**config.mk**
```make
export PLATFORM = sky130hd
export DESIGN_NAME = csa_reduce_pipe
export DESIGN_NICKNAME = d
export VERILOG_FILES = /design/src/rtl/csa_reduce_pipe.sv
export SDC_FILE = /design/constraint.sdc
export NUM_CORES = 1
export LEC_CHECK = 0
export CORE_MARGIN = 1
export CORE_UTILIZATION = 47
export CTS_CLUSTER_DIAMETER = 60
export DETAILED_ROUTE_END_ITERATION = 16
export GPL_TIMING_DRIVEN = 0
export PLACE_DENSITY = 0.7
export SETUP_SLACK_MARGIN = 0.1
export SYNTH_ARGS = -nofsm -noshare
export SYNTH_HDL_FRONTEND = slang
export SYNTH_SLANG_ARGS = --single-unit
```
**constraint.sdc**
```tcl
create_clock -name clock -period 26 [get_ports clock]
set_input_delay 2.6 -clock clock [delete_from_list [all_inputs] [get_ports clock]]
set_output_delay 2.6 -clock clock [all_outputs]
set_load 0.02 [all_outputs]
```
**src/rtl/csa_reduce_pipe.sv**
```systemverilog
// csa_reduce_pipe: pipelined carry-save reduction of NUM_IN operands down to a
// sum/carry pair using layered 3:2 compressors, one register stage per tree
// level. The last stage can optionally resolve the pair to a binary result.
// Legal NUM_IN range is 3..16; LEVELS follows n -> 2*floor(n/3) + n%3 until n == 2.
module csa_reduce_pipe #(
  parameter int WIDTH  = 28,
  parameter int NUM_IN = 8,
  parameter int TAG_W  = 4,
  localparam int LEVELS = (NUM_IN <= 3)  ? 1 :
                          (NUM_IN <= 4)  ? 2 :
                          (NUM_IN <= 6)  ? 3 :
                          (NUM_IN <= 9)  ? 4 :
                          (NUM_IN <= 13) ? 5 : 6,
  localparam int OCC_W  = $clog2(LEVELS + 1)
) (
  input  logic                      clock,
  input  logic                      reset,
  input  logic                      in_valid,
  output logic                      in_ready,
  input  logic [NUM_IN*WIDTH-1:0]   in_ops,
  input  logic                      in_resolve,
  input  logic [TAG_W-1:0]          in_tag,
  output logic                      out_valid,
  input  logic                      out_ready,
  output logic [WIDTH-1:0]          out_sum,
  output logic [WIDTH-1:0]          out_carry,
  output logic                      out_resolved,
  output logic [TAG_W-1:0]          out_tag,
  output logic [OCC_W-1:0]          occupancy
);

  // Number of live vectors entering tree level lvl+1 (lvl = 0 is the raw operands).
  function automatic int vec_count(input int lvl);
    int n;
    n = NUM_IN;
    for (int i = 0; i < lvl; i++) n = 2 * (n / 3) + (n % 3);
    return n;
  endfunction

  genvar j;
  generate
    for (j = 1; j <= LEVELS; j++) begin : g_lvl
      localparam int N_IN  = vec_count(j - 1);
      localparam int NG    = N_IN / 3;
      localparam int NR    = N_IN % 3;
      localparam int N_OUT = 2 * NG + NR;

      logic [N_IN-1:0][WIDTH-1:0]  src;
      logic [N_OUT-1:0][WIDTH-1:0] d;
      logic [N_OUT-1:0][WIDTH-1:0] q;
      logic                        vld_q;
      logic                        res_q;
      logic [TAG_W-1:0]            tag_q;
      logic                        prev_vld;
      logic                        prev_res;
      logic [TAG_W-1:0]            prev_tag;
      logic                        adv;
      logic                        next_adv;
      logic [OCC_W-1:0]            cnt;

      if (j == 1) begin : g_src
        assign src      = in_ops;
        assign prev_vld = in_valid;
        assign prev_res = in_resolve;
        assign prev_tag = in_tag;
        assign cnt      = OCC_W'(vld_q);
      end else begin : g_src
        assign src      = g_lvl[j-1].q;
        assign prev_vld = g_lvl[j-1].vld_q;
        assign prev_res = g_lvl[j-1].res_q;
        assign prev_tag = g_lvl[j-1].tag_q;
        assign cnt      = g_lvl[j-1].cnt + OCC_W'(vld_q);
      end

      // The last stage is released by the consumer; earlier ones by their successor.
      if (j == LEVELS) begin : g_nxt
        assign next_adv = out_ready;
      end else begin : g_nxt
        assign next_adv = g_lvl[j+1].adv;
      end

      assign adv = !vld_q || next_adv;

      // Each group of three vectors compresses to a sum and a shifted carry;
      // the majority MSB falls off the top because arithmetic is mod 2^WIDTH.
      genvar g;
      for (g = 0; g < NG; g++) begin : g_csa
        logic [WIDTH-1:0] a, b, c, maj;
        assign a            = src[3*g];
        assign b            = src[3*g+1];
        assign c            = src[3*g+2];
        assign maj          = (a & b) | (a & c) | (b & c);
        assign d[2*g]       = a ^ b ^ c;
        assign d[2*g+1]     = maj << 1;
      end

      genvar r;
      for (r = 0; r < NR; r++) begin : g_pass
        assign d[2*NG+r] = src[3*NG+r];
      end

      // Stage register: loads the level result whenever the stage may advance,
      // which also lets bubbles collapse.
      always_ff @(posedge clock or posedge reset) begin
        if (reset) begin
          vld_q <= 1'b0;
          res_q <= 1'b0;
          tag_q <= '0;
          q     <= '0;
        end else if (adv) begin
          vld_q <= prev_vld;
          res_q <= prev_res;
          tag_q <= prev_tag;
          q     <= d;
        end
      end
    end
  endgenerate

  logic [WIDTH-1:0] fin_s;
  logic [WIDTH-1:0] fin_c;

  assign fin_s        = g_lvl[LEVELS].q[0];
  assign fin_c        = g_lvl[LEVELS].q[1];
  assign in_ready     = g_lvl[1].adv;
  assign out_valid    = g_lvl[LEVELS].vld_q;
  assign out_resolved = g_lvl[LEVELS].res_q;
  assign out_tag      = g_lvl[LEVELS].tag_q;
  assign occupancy    = g_lvl[LEVELS].cnt;

  // Present the raw pair, or collapse it with a carry-propagate add when resolving.
  always_comb begin
    out_sum   = fin_s;
    out_carry = fin_c;
    if (g_lvl[LEVELS].res_q) begin
      out_sum   = fin_s + fin_c;
      out_carry = '0;
    end
  end

endmodule

```
==> impl_metrics.env, run 1 <==
export IMPL_cts_setup_buffers=0
export IMPL_hold_path_class="reg -> reg"
export IMPL_fin_crit_sh=0.3055
export IMPL_fin_util=0.5957
export IMPL_dp_hpwl_mm=42.02
export IMPL_r2r_end="g_lvl[2].q[86]$_DFFE_PP0P_"
export IMPL_routed_wirelength_mm=53.31
export IMPL_die_w_microns=215.0
export IMPL_viasPerCell=5.083
export IMPL_io_pins=299
export IMPL_antenna_found_initial=1
export IMPL_clockBufferDepth=3
export IMPL_ant_nets=0
export IMPL_stdcell_count=2688
export IMPL_hp_start="g_lvl[2].q[95]$_DFFE_PP0P_"
export IMPL_ctsResizeCount=0
export IMPL_hold_slack_ps=463.1
export IMPL_grt_use_total=0.2380
export IMPL_worstSetupEndpointType="output pin"
export IMPL_fin_skew_ps=16.74
export IMPL_p_leak_nw=11.86
export IMPL_peakVddDrop_uv=78.20
export IMPL_rsz0062_at_grt="no"
export IMPL_rrSetupSlack_ps=23430
export IMPL_rr_startpoint="out_valid$_DFFE_PP0P_"
export IMPL_diodes=0
export IMPL_synth_area_sq_um=21320
export IMPL_synthArstFlopShare=1.000
export IMPL_synthTopCellsByArea="dfrtp_1, fa_1, mux2_2, nand2_1, ha_1"
export IMPL_cp_start_kind="primary input"
export IMPL_p_per_area_nw_per_um2=107.4
export IMPL_slew_violations=0
export IMPL_critical_path_class="in -> out"
export IMPL_cts_clk_slew_worst_paths_ps=60
export IMPL_ys_warn_count=0
export IMPL_clk_latency_ps=560
export IMPL_setup_viol=0
export IMPL_synth_edf_count=0
export IMPL_finalHoldViolCount=0
export IMPL_gp_congestion=0.8428
export IMPL_whs_endpoint="g_lvl[2].q[95]$_DFFE_PP0P_"
export IMPL_die_h_microns=215.0
export IMPL_arrival_ps=5340
export IMPL_slew_headroom=0.3991
export IMPL_final_cell_mix="nand2_1, dfrtp_1, clkdlybuf4s50_1"
export IMPL_min_path_cells=2
export IMPL_drt_iter0_markers=716
export IMPL_required_ps=23400
export IMPL_ctsHoldBuffers=0
export IMPL_seq_area_frac_synth=0.5118
export IMPL_dp_cells=2613
export IMPL_n_fill_cell=3633
export IMPL_grt_max_degree=123
export IMPL_cts_tree="done"
export IMPL_cts_made_buffers=43
export IMPL_synth_ff_latch_count=436
export IMPL_yosys_area_top_type="dfrtp_1"
export IMPL_post_drt_wl_per_cell_microns=19.83
export IMPL_outcome="finished, final reports clean"
export IMPL_fin_crit_ps=7943
export IMPL_clock_sink_count=436
export IMPL_syn_avg_cell_area_sq_um=12.39
export IMPL_ys_types=59
export IMPL_setup_tns_ps=0
export IMPL_grt_pass1_wl_mm=84.12
export IMPL_area_growth_pct=24.39
export IMPL_crit_start="out_ready"
export IMPL_via_count=13664
export IMPL_drv_cap=0
export IMPL_critPathMaxFanout=10
export IMPL_worstRegToRegCells=8
export IMPL_placementRows=77
export IMPL_grt_pass1_vias=14959
export IMPL_portBuffers=296
export IMPL_grt_ovfl_total=0
export IMPL_fmax_mhz=125.9
export IMPL_synthFlopType="dfrtp_1"
export IMPL_final_common_cell="nand2_1"
export IMPL_synth_cells=1721
export IMPL_die_area_sq_um=46210
export IMPL_drcViolationCount=0
export IMPL_layout_nets=2489
export IMPL_synth_top_area_share=0.5118
export IMPL_htreeDepth=2
export IMPL_clockRootBuffer="clkbuf_16"
export IMPL_layout_drive_gt1_share=0.1808
export IMPL_dr_pass1_iters=5
export IMPL_tightest_slew_ps=901.3
export IMPL_coreArea_sq_um=44510
export IMPL_floorplan_initialDensity=0.4789
==> state kept, by name, summed over array words and instances, names as in the netlist, 4 cells and up <==
name           cells
fin_s             28
g_lvl.g_csa.a    111
g_lvl.q           27
g_lvl.g_csa.b    109
fin_c             26
g_lvl.g_csa.c    111
g_lvl.tag_q       12
out_tag            4
==> metal layers <==
metal  vias up  global-route usage  part of all wire
li1       6326                   -                 -
met1      6991              0.3212              0.44
met2       291              0.4068              0.50
met3        56             0.03553             0.041
met4         0             0.05476             0.019
met5         -                   0                 0
==> critical path, cell delays in order <==
cell and delay [ps]:
clkdlybuf4s50_1 540, nor2_2 110, nand2_2 170, nor2_4 90, nand2_1 90, clkbuf_1 590, buf_2 460, clkdlybuf4s50_1 680
==> power breakdown <==
part           leakage (nW)  total (mW)  switching (mW)  internal, mW
logic                  6.00        1.17           0.603         0.567
registers              5.17        1.06           0.175         0.884
clock network         0.685       0.619           0.255         0.364
total                  11.9        2.85            1.03          1.81
==> worst max path at each step <==
stage	endpoint	slack, ps	cells after the start
6_report	in_ready	18060	8
4_1_cts	in_ready	18040	8
3_5_place_dp	in_ready	18050	8
3_3_place_gp	g_lvl[2].g_csa[1].a[27]$_DFFE_PP0P_	6580	2
2_1_floorplan	fin_c[10]$_DFFE_PP0P_	11250	1
5_1_grt	in_ready	17930	8
==> synthesized netlist by cell type, drive strengths merged, types with 2 or more instances <==
cell type,number
nand3,6
ha,30
buf,35
a211o,4
inv,13
a31oi,7
a21o,5
nor2b,30
or3,3
and3,3
o21ai,18
mux2,280
xor2,11
a211oi,2
o31ai,2
fa,160
clkbuf,45
o21a,5
nand2,537
nor2,11
nand4,5
nand2b,3
xnor2,23
and2,2
a21oi,27
dfrtp,436
==> cell type report <==
cell class	count	area, sq um	share of cell area
plain buffers	80	341.6	0.01288
inverters	13	56.30	0.002123
multi-input cells	1193	10020	0.3779
repair buffers	299	3045	0.1148
well taps	592	740.7	0.02793
clock inverters	10	142.6	0.005379
flip-flops and latches	436	10910	0.4115
clock buffers	65	1260	0.04752
==> cells by family after synthesis <==
| family | share of synthesized area |
|---|---|
| compound gates | 0.02600 |
| buf+inv | 0.01831 |
| other cells | 0.0001759 |
| flops | 0.5118 |
| fa+ha+maj | 0.1679 |
| simple gates | 0.1135 |
| xor+xnor | 0.01397 |
| mux | 0.1484 |
==> through the flow <==
step / cell area [sq um] / power [mW] / setup slack, ps
2_1_floorplan: 21320 / 1.751 / 11250
3_3_place_gp: 25020 / 2.200 / 6584
3_5_place_dp: 25110 / 2.238 / 18050
4_1_cts: 26520 / 2.865 / 18040
5_1_grt: 26520 / 3.031 / 17930
6_report: 26520 / 2.848 / 18060
No activity file was read; power rests on OpenSTA's default activity.
==> run 2: changes to the inputs <==
--- a/config.mk
+++ b/config.mk
@@ -10,7 +10,7 @@
 export CTS_CLUSTER_DIAMETER = 60
 export DETAILED_ROUTE_END_ITERATION = 16
 export GPL_TIMING_DRIVEN = 0
-export PLACE_DENSITY = 0.7
+export PLACE_DENSITY = 0.73
 export SETUP_SLACK_MARGIN = 0.1
 export SYNTH_ARGS = -nofsm -noshare
 export SYNTH_HDL_FRONTEND = slang
==> constraint.sdc (replaced) <==
create_clock -name clock -period 7.1 [get_ports clock]
set_input_delay 0.71 -clock clock [delete_from_list [all_inputs] [get_ports clock]]
set_output_delay 0.71 -clock clock [all_outputs]
set_load 0.02 [all_outputs]
==> run 2 against run 1 <==
Cell count increased by 0.33%. Combinational power rose to 3.7 times the previous value. Global-route usage increased by 0.16 points. Die area unchanged. Utilization rose by 0.28 points. Critical endpoint is now out_sum[22].
==> impl_metrics.env, run 2 (same netlist as run 1, synthesis figures left out) <==
export IMPL_outcome="finished, final reports clean"
export IMPL_fin_crit_sh=0.6478
export IMPL_fin_crit_ps=4599
export IMPL_rsz0062_at_grt="no"
export IMPL_final_cell_mix="nand2_1, dfrtp_1, clkdlybuf4s50_1"
export IMPL_die_w_microns=215.0
export IMPL_placementRows=77
export IMPL_total_power_mw=10.44
export IMPL_clockRootBuffer="clkbuf_16"
export IMPL_slew_violations=0
export IMPL_grt_use_total=0.2396
export IMPL_final_common_cell="nand2_1"
export IMPL_slew_headroom=0.4082
export IMPL_clockBufferDepth=3
export IMPL_clk_latency_ps=550
export IMPL_setup_viol=0
export IMPL_cts_tree="done"
export IMPL_cts_made_buffers=43
export IMPL_arrival_ps=3890
export IMPL_via_count=13846
export IMPL_post_drt_wl_per_cell_microns=19.89
export IMPL_clock_sink_count=436
export IMPL_area_growth_pct=24.99
export IMPL_ant_nets=0
export IMPL_critPathMaxFanout=4
export IMPL_grt_pass1_wl_mm=85.01
export IMPL_layout_drive_gt1_share=0.1849
export IMPL_gp_congestion=0.8677
export IMPL_cp_cell_sequence="ha_1 -> fa_1 -> a21o_1 -> nand4_1 -> a32oi_1 -> a31oi_2 -> nor3_1 -> o31a_1 -> o31ai_1 -> clkdlybuf4s50_1"
export IMPL_layout_nets=2497
export IMPL_setup_tns_ps=0
export IMPL_fin_skew_ps=20.47
export IMPL_routed_wirelength_mm=53.64
export IMPL_required_ps=6390
export IMPL_grt_max_degree=47
export IMPL_ctsResizeCount=0
export IMPL_critPathSlowestCell="clkdlybuf4s50_1"
export IMPL_finalHoldViolCount=0
export IMPL_hold_path_class="reg -> reg"
export IMPL_critical_path_class="reg -> out"
export IMPL_crit_family="compound AO/OA/AOI/OAI gates"
export IMPL_drv_cap=0
export IMPL_stdcell_count=2697
export IMPL_tightest_slew_ps=887.6
export IMPL_cts_clk_slew_worst_paths_ps=60
export IMPL_p_per_area_nw_per_um2=391.7
export IMPL_io_pins=299
export IMPL_worstSetupEndpointType="output pin"
export IMPL_fin_util=0.5986
export IMPL_cts_setup_buffers=0
export IMPL_dr_pass1_iters=7
export IMPL_antenna_found_initial=2
export IMPL_ctsHoldBuffers=0
export IMPL_die_h_microns=215.0
export IMPL_htreeDepth=2
export IMPL_grt_pass1_vias=15303
export IMPL_n_fill_cell=3597
export IMPL_dp_hpwl_mm=42.38
export IMPL_worst_path_buf_inv=1
export IMPL_coreArea_sq_um=44510
export IMPL_critPathMaxStageDelay_ps=670
export IMPL_cp_start_kind="register"
export IMPL_drcViolationCount=0
export IMPL_p_leak_nw=11.92
export IMPL_dp_cells=2621
export IMPL_viasPerCell=5.134
export IMPL_floorplan_initialDensity=0.4789
export IMPL_drt_iter0_markers=865
export IMPL_portBuffers=296
export IMPL_fmax_mhz=217.4
export IMPL_grt_ovfl_total=0
export IMPL_die_area_sq_um=46210
export IMPL_peakVddDrop_uv=312.9
## run 2: cell count changes in the layout (fill, tap and decap cells not counted), sizes merged
cell,delta
clkbuf,+1
diode,+1
bufinv,-1
inv,+1
clkinv,-1
buf,+8
## run 2: metal layers
| metal | routed length (microns) | track usage | share of wire |
|---|---|---|---|
| met4 | 1323 | 0.06881 | 0.025 |
| met2 | 26690 | 0.4086 | 0.50 |
| met5 | 0 | 0 | 0 |
| met3 | 2854 | 0.03878 | 0.053 |
| met1 | 22770 | 0.3166 | 0.42 |
## run 2: final cells by class
| class | count | area, sq um | area share |
|---|---|---|---|
| diodes | 1 | 2.502 | 0.00009392 |
| inverters | 13 | 52.55 | 0.001972 |
| clock inverters | 9 | 110.1 | 0.004133 |
| flip-flops and latches | 436 | 10910 | 0.4095 |
| multi-input cells | 1193 | 10020 | 0.3761 |
| repair buffers | 307 | 3183 | 0.1195 |
| clock buffers | 66 | 1282 | 0.04814 |
| plain buffers | 80 | 341.6 | 0.01282 |
| well taps | 592 | 740.7 | 0.02780 |
## run 2: through the flow
stage               instance area (sq um)  worst slack (ps)  hold slack, ps
finish                              26640              2501           461.2
global route                        26640              2345           479.9
CTS                                 26640              2487           464.5
detailed placement                  25250              2995           450.8
global placement                    25030             -2062           444.2
floorplan                           21320             500.7           433.1
## run 2: path summary, 6_finish.rpt
| path | slack, ps | end | startpoint | cells after the start |
|---|---|---|---|---|
| worst max-delay path | 2500 | out_sum[22] | fin_s[2]$_DFFE_PP0P_ | 10 |
| worst min-delay path | 460 | g_lvl[2].q[88]$_DFFE_PP0P_ | g_lvl[2].q[88]$_DFFE_PP0P_ | 2 |
| worst max register to register | 4500 | g_lvl[3].g_csa[0].b[21]$_DFFE_PP0P_ | out_valid$_DFFE_PP0P_ | 8 |
| worst min register to register | 460 | g_lvl[2].q[88]$_DFFE_PP0P_ | g_lvl[2].q[88]$_DFFE_PP0P_ | 2 |
| max in group asynchronous | 5060 | g_lvl[3].tag_q[1]$_DFFE_PP0P_ | reset | 6 |
| min in group asynchronous | 610 | g_lvl[2].g_csa[1].c[11]$_DFFE_PP0P_ | reset | 2 |
## run 2: power breakdown
group	internal, mW	switching, mW	leakage (nW)
logic	2.08	2.24	6.06
registers	3.24	0.650	5.17
clock network	1.32	0.920	0.687
## run 2: worst reg2reg max path, delay by kind of cell, from the launching register on
family | cells | cell delay (ps)
flip-flops | 1 | 410
buffers and inverters | 3 | 1210
AND/OR/NAND/NOR | 5 | 920
==> run 3: changes to the inputs <==
--- a/config.mk
+++ b/config.mk
@@ -10,7 +10,7 @@
 export CTS_CLUSTER_DIAMETER = 60
 export DETAILED_ROUTE_END_ITERATION = 16
 export GPL_TIMING_DRIVEN = 0
-export PLACE_DENSITY = 0.73
+export PLACE_DENSITY = 0.7
 export SETUP_SLACK_MARGIN = 0.1
 export SYNTH_ARGS = -nofsm -noshare
 export SYNTH_HDL_FRONTEND = slang
==> constraint.sdc (replaced) <==
create_clock -name clock -period 4.27 [get_ports clock]
set_input_delay 0.427 -clock clock [delete_from_list [all_inputs] [get_ports clock]]
set_output_delay 0.427 -clock clock [all_outputs]
set_load 0.02 [all_outputs]
==> run 3 against run 2 <==
Non-clock buffer count increased by 5. Combinational power is 68% higher. Critical path type unchanged. Critical path depth unchanged. Critical endpoint is now out_sum[24]. Setup slack got worse by 2300 ps.
==> impl_metrics.env, run 3 (same netlist as run 1, synthesis figures left out) <==
export IMPL_clk_latency_ps=550
export IMPL_p_per_area_nw_per_um2=652.8
export IMPL_hold_path_class="in -> async"
export IMPL_die_area_sq_um=46210
export IMPL_floorplan_initialDensity=0.4789
export IMPL_coreArea_sq_um=44510
export IMPL_clockRootBuffer="clkbuf_16"
export IMPL_critPathMaxFanout=3
export IMPL_total_power_mw=17.46
export IMPL_grt_max_degree=44
export IMPL_layout_drive_gt1_share=0.1871
export IMPL_grt_pass1_wl_mm=84.93
export IMPL_crit_path_end="out_sum[24]"
export IMPL_rsz0062_at_grt="yes"
export IMPL_cts_clk_slew_worst_paths_ps=60
export IMPL_outcome="finished, final reports clean"
export IMPL_area_sequential_sq_um=10910
export IMPL_portBuffers=296
export IMPL_required_ps=3840
export IMPL_antenna_found_initial=3
export IMPL_peakVddDrop_uv=532.7
export IMPL_rr_startpoint="out_valid$_DFFE_PP0P_"
export IMPL_htreeDepth=2
export IMPL_io_pins=299
export IMPL_worstRegToRegCells=8
export IMPL_p_sw_mw=6.350
export IMPL_cp_cell_sequence="ha_1 -> fa_1 -> a21o_1 -> nand4_1 -> a21oi_1 -> o311ai_2 -> o221ai_1 -> xor2_1 -> mux2_2 -> clkdlybuf4s50_1"
export IMPL_clock_sink_count=436
export IMPL_grt_pass1_vias=15087
export IMPL_worstSetupEndpointType="output pin"
export IMPL_arrival_ps=3640
export IMPL_final_common_cell="nand2_1"
export IMPL_viasPerCell=5.088
export IMPL_dr_pass1_iters=5
export IMPL_fin_skew_ps=20.27
export IMPL_placed_cell_area_sq_um=25280
export IMPL_dp_cells=2622
export IMPL_drcViolationCount=0
export IMPL_final_cell_mix="nand2_1, dfrtp_1, clkdlybuf4s50_1"
export IMPL_drv_cap=0
export IMPL_internal_power_mw=11.11
export IMPL_n_fill_cell=3615
export IMPL_die_w_microns=215.0
export IMPL_critPathSlowestCell="clkdlybuf4s50_1"
export IMPL_ctsHoldBuffers=0
export IMPL_cts_made_buffers=44
export IMPL_slew_headroom=0.3899
export IMPL_ant_nets=0
export IMPL_pwr_share_clk=0.217
export IMPL_dp_hpwl_mm=42.78
export IMPL_crit_start="fin_s[2]$_DFFE_PP0P_"
export IMPL_cp_start_kind="register"
export IMPL_placementRows=77
export IMPL_fin_crit_sh=0.9521
export IMPL_critPathMaxStageDelay_ps=540
export IMPL_grt_ovfl_total=0
export IMPL_grt_use_total=0.2404
export IMPL_slew_violations=0
export IMPL_setup_tns_ps=0
export IMPL_fin_crit_ps=4066
export IMPL_area_growth_pct=25.49
export IMPL_die_h_microns=215.0
export IMPL_critical_path_class="reg -> out"
export IMPL_tightest_slew_ps=915.1
export IMPL_design_area_sq_um=26750
export IMPL_routed_wirelength_mm=53.65
export IMPL_fmax_mhz=246.0
export IMPL_stdcell_count=2704
export IMPL_fin_util=0.6010
export IMPL_setup_viol=0
export IMPL_drt_iter0_markers=790
export IMPL_gp_congestion=0.8413
export IMPL_power_frac_seq=0.369
export IMPL_via_count=13759
export IMPL_layout_nets=2503
export IMPL_post_drt_wl_per_cell_microns=19.84
export IMPL_sw_frac_of_total=0.3636
export IMPL_clockBufferDepth=3
export IMPL_finalHoldViolCount=0
export IMPL_p_leak_nw=11.96
export IMPL_cts_tree="done"
export IMPL_power_frac_comb=0.414
export IMPL_rrSetupSlack_ps=1650
export IMPL_multi_input_area_sq_um=10040
export IMPL_r2r_end="g_lvl[3].g_csa[0].b[21]$_DFFE_PP0P_"
[run 3: cell count changes in the layout (fill, tap and decap cells not counted), sizes merged, moves of 2 or more]
cell / previous run / this run
clkinv: 4 / 6
dlygate4sd2: 0 / 2
buf: 46 / 51
clkdlybuf4s50: 296 / 293
[run 3: routing by layer]
layer / part of all wire / vias to the layer above / GRT usage
met5: 0 / - / 0
met3: 0.050 / 70 / 0.03963
li1: - / 6337 / -
met2: 0.50 / 352 / 0.4099
met1: 0.43 / 7000 / 0.3224
met4: 0.019 / 0 / 0.05643
[run 3: cell type report]
cell class              count  share of cell area
clock buffers              65             0.04752
multi-input cells        1193              0.3755
inverters                  13            0.001965
well taps                 592             0.02769
clock inverters            12            0.005426
flip-flops and latches    436              0.4079
diodes                      1          0.00009355
repair buffers            312              0.1211
plain buffers              80             0.01277
[run 3: what timing repair did]
action	in CTS	in global routing
gates resized for setup	3	3
setup buffers	2	2
pin swaps	1	1
endpoints found under the setup margin	3	6
[run 3: worst min path at each step]
stage | to | cells after the start | slack [ps]
after global routing | g_lvl[2].g_csa[1].b[11]$_DFFE_PP0P_ | 2 | 450
after global placement | g_lvl[2].q[111]$_DFFE_PP0P_ | 2 | 440
after floorplan | g_lvl[2].q[100]$_DFFE_PP0P_ | 2 | 430
after CTS | fin_c[17]$_DFFE_PP0P_ | 2 | 420
after detailed placement | g_lvl[2].q[95]$_DFFE_PP0P_ | 2 | 450
final | g_lvl[2].g_csa[1].b[11]$_DFFE_PP0P_ | 2 | 390
[run 3: worst max-delay path: cells and delay by family, from the launching register on]
kind | cells | cell delay, ps
adder cells (fa/ha/maj) | 2 | 680
flip-flops | 1 | 400
XOR/XNOR | 1 | 170
AND/OR/NAND/NOR | 1 | 150
AO/OA/AOI/OAI | 4 | 850
buffers and inverters | 1 | 540
multiplexers | 1 | 290
[run 3: metrics by stage]
step	hold WS (ps)	setup slack [ps]
2_1_floorplan	433.1	-2046
3_3_place_gp	444.4	-4579
3_5_place_dp	454.0	519.8
4_1_cts	417.3	118.6
5_1_grt	452.7	30.86
6_report	388.2	204.4
[run 3: power by group through the flow]
stage / logic (mW) / registers, mW / clock network [mW]
2_1_floorplan: 4.46 / 6.21 / 0
3_3_place_gp: 6.92 / 6.47 / 0
3_5_place_dp: 7.10 / 6.52 / 0
4_1_cts: 7.17 / 6.45 / 3.86
5_1_grt: 7.92 / 6.63 / 4.02
6_report: 7.23 / 6.44 / 3.79
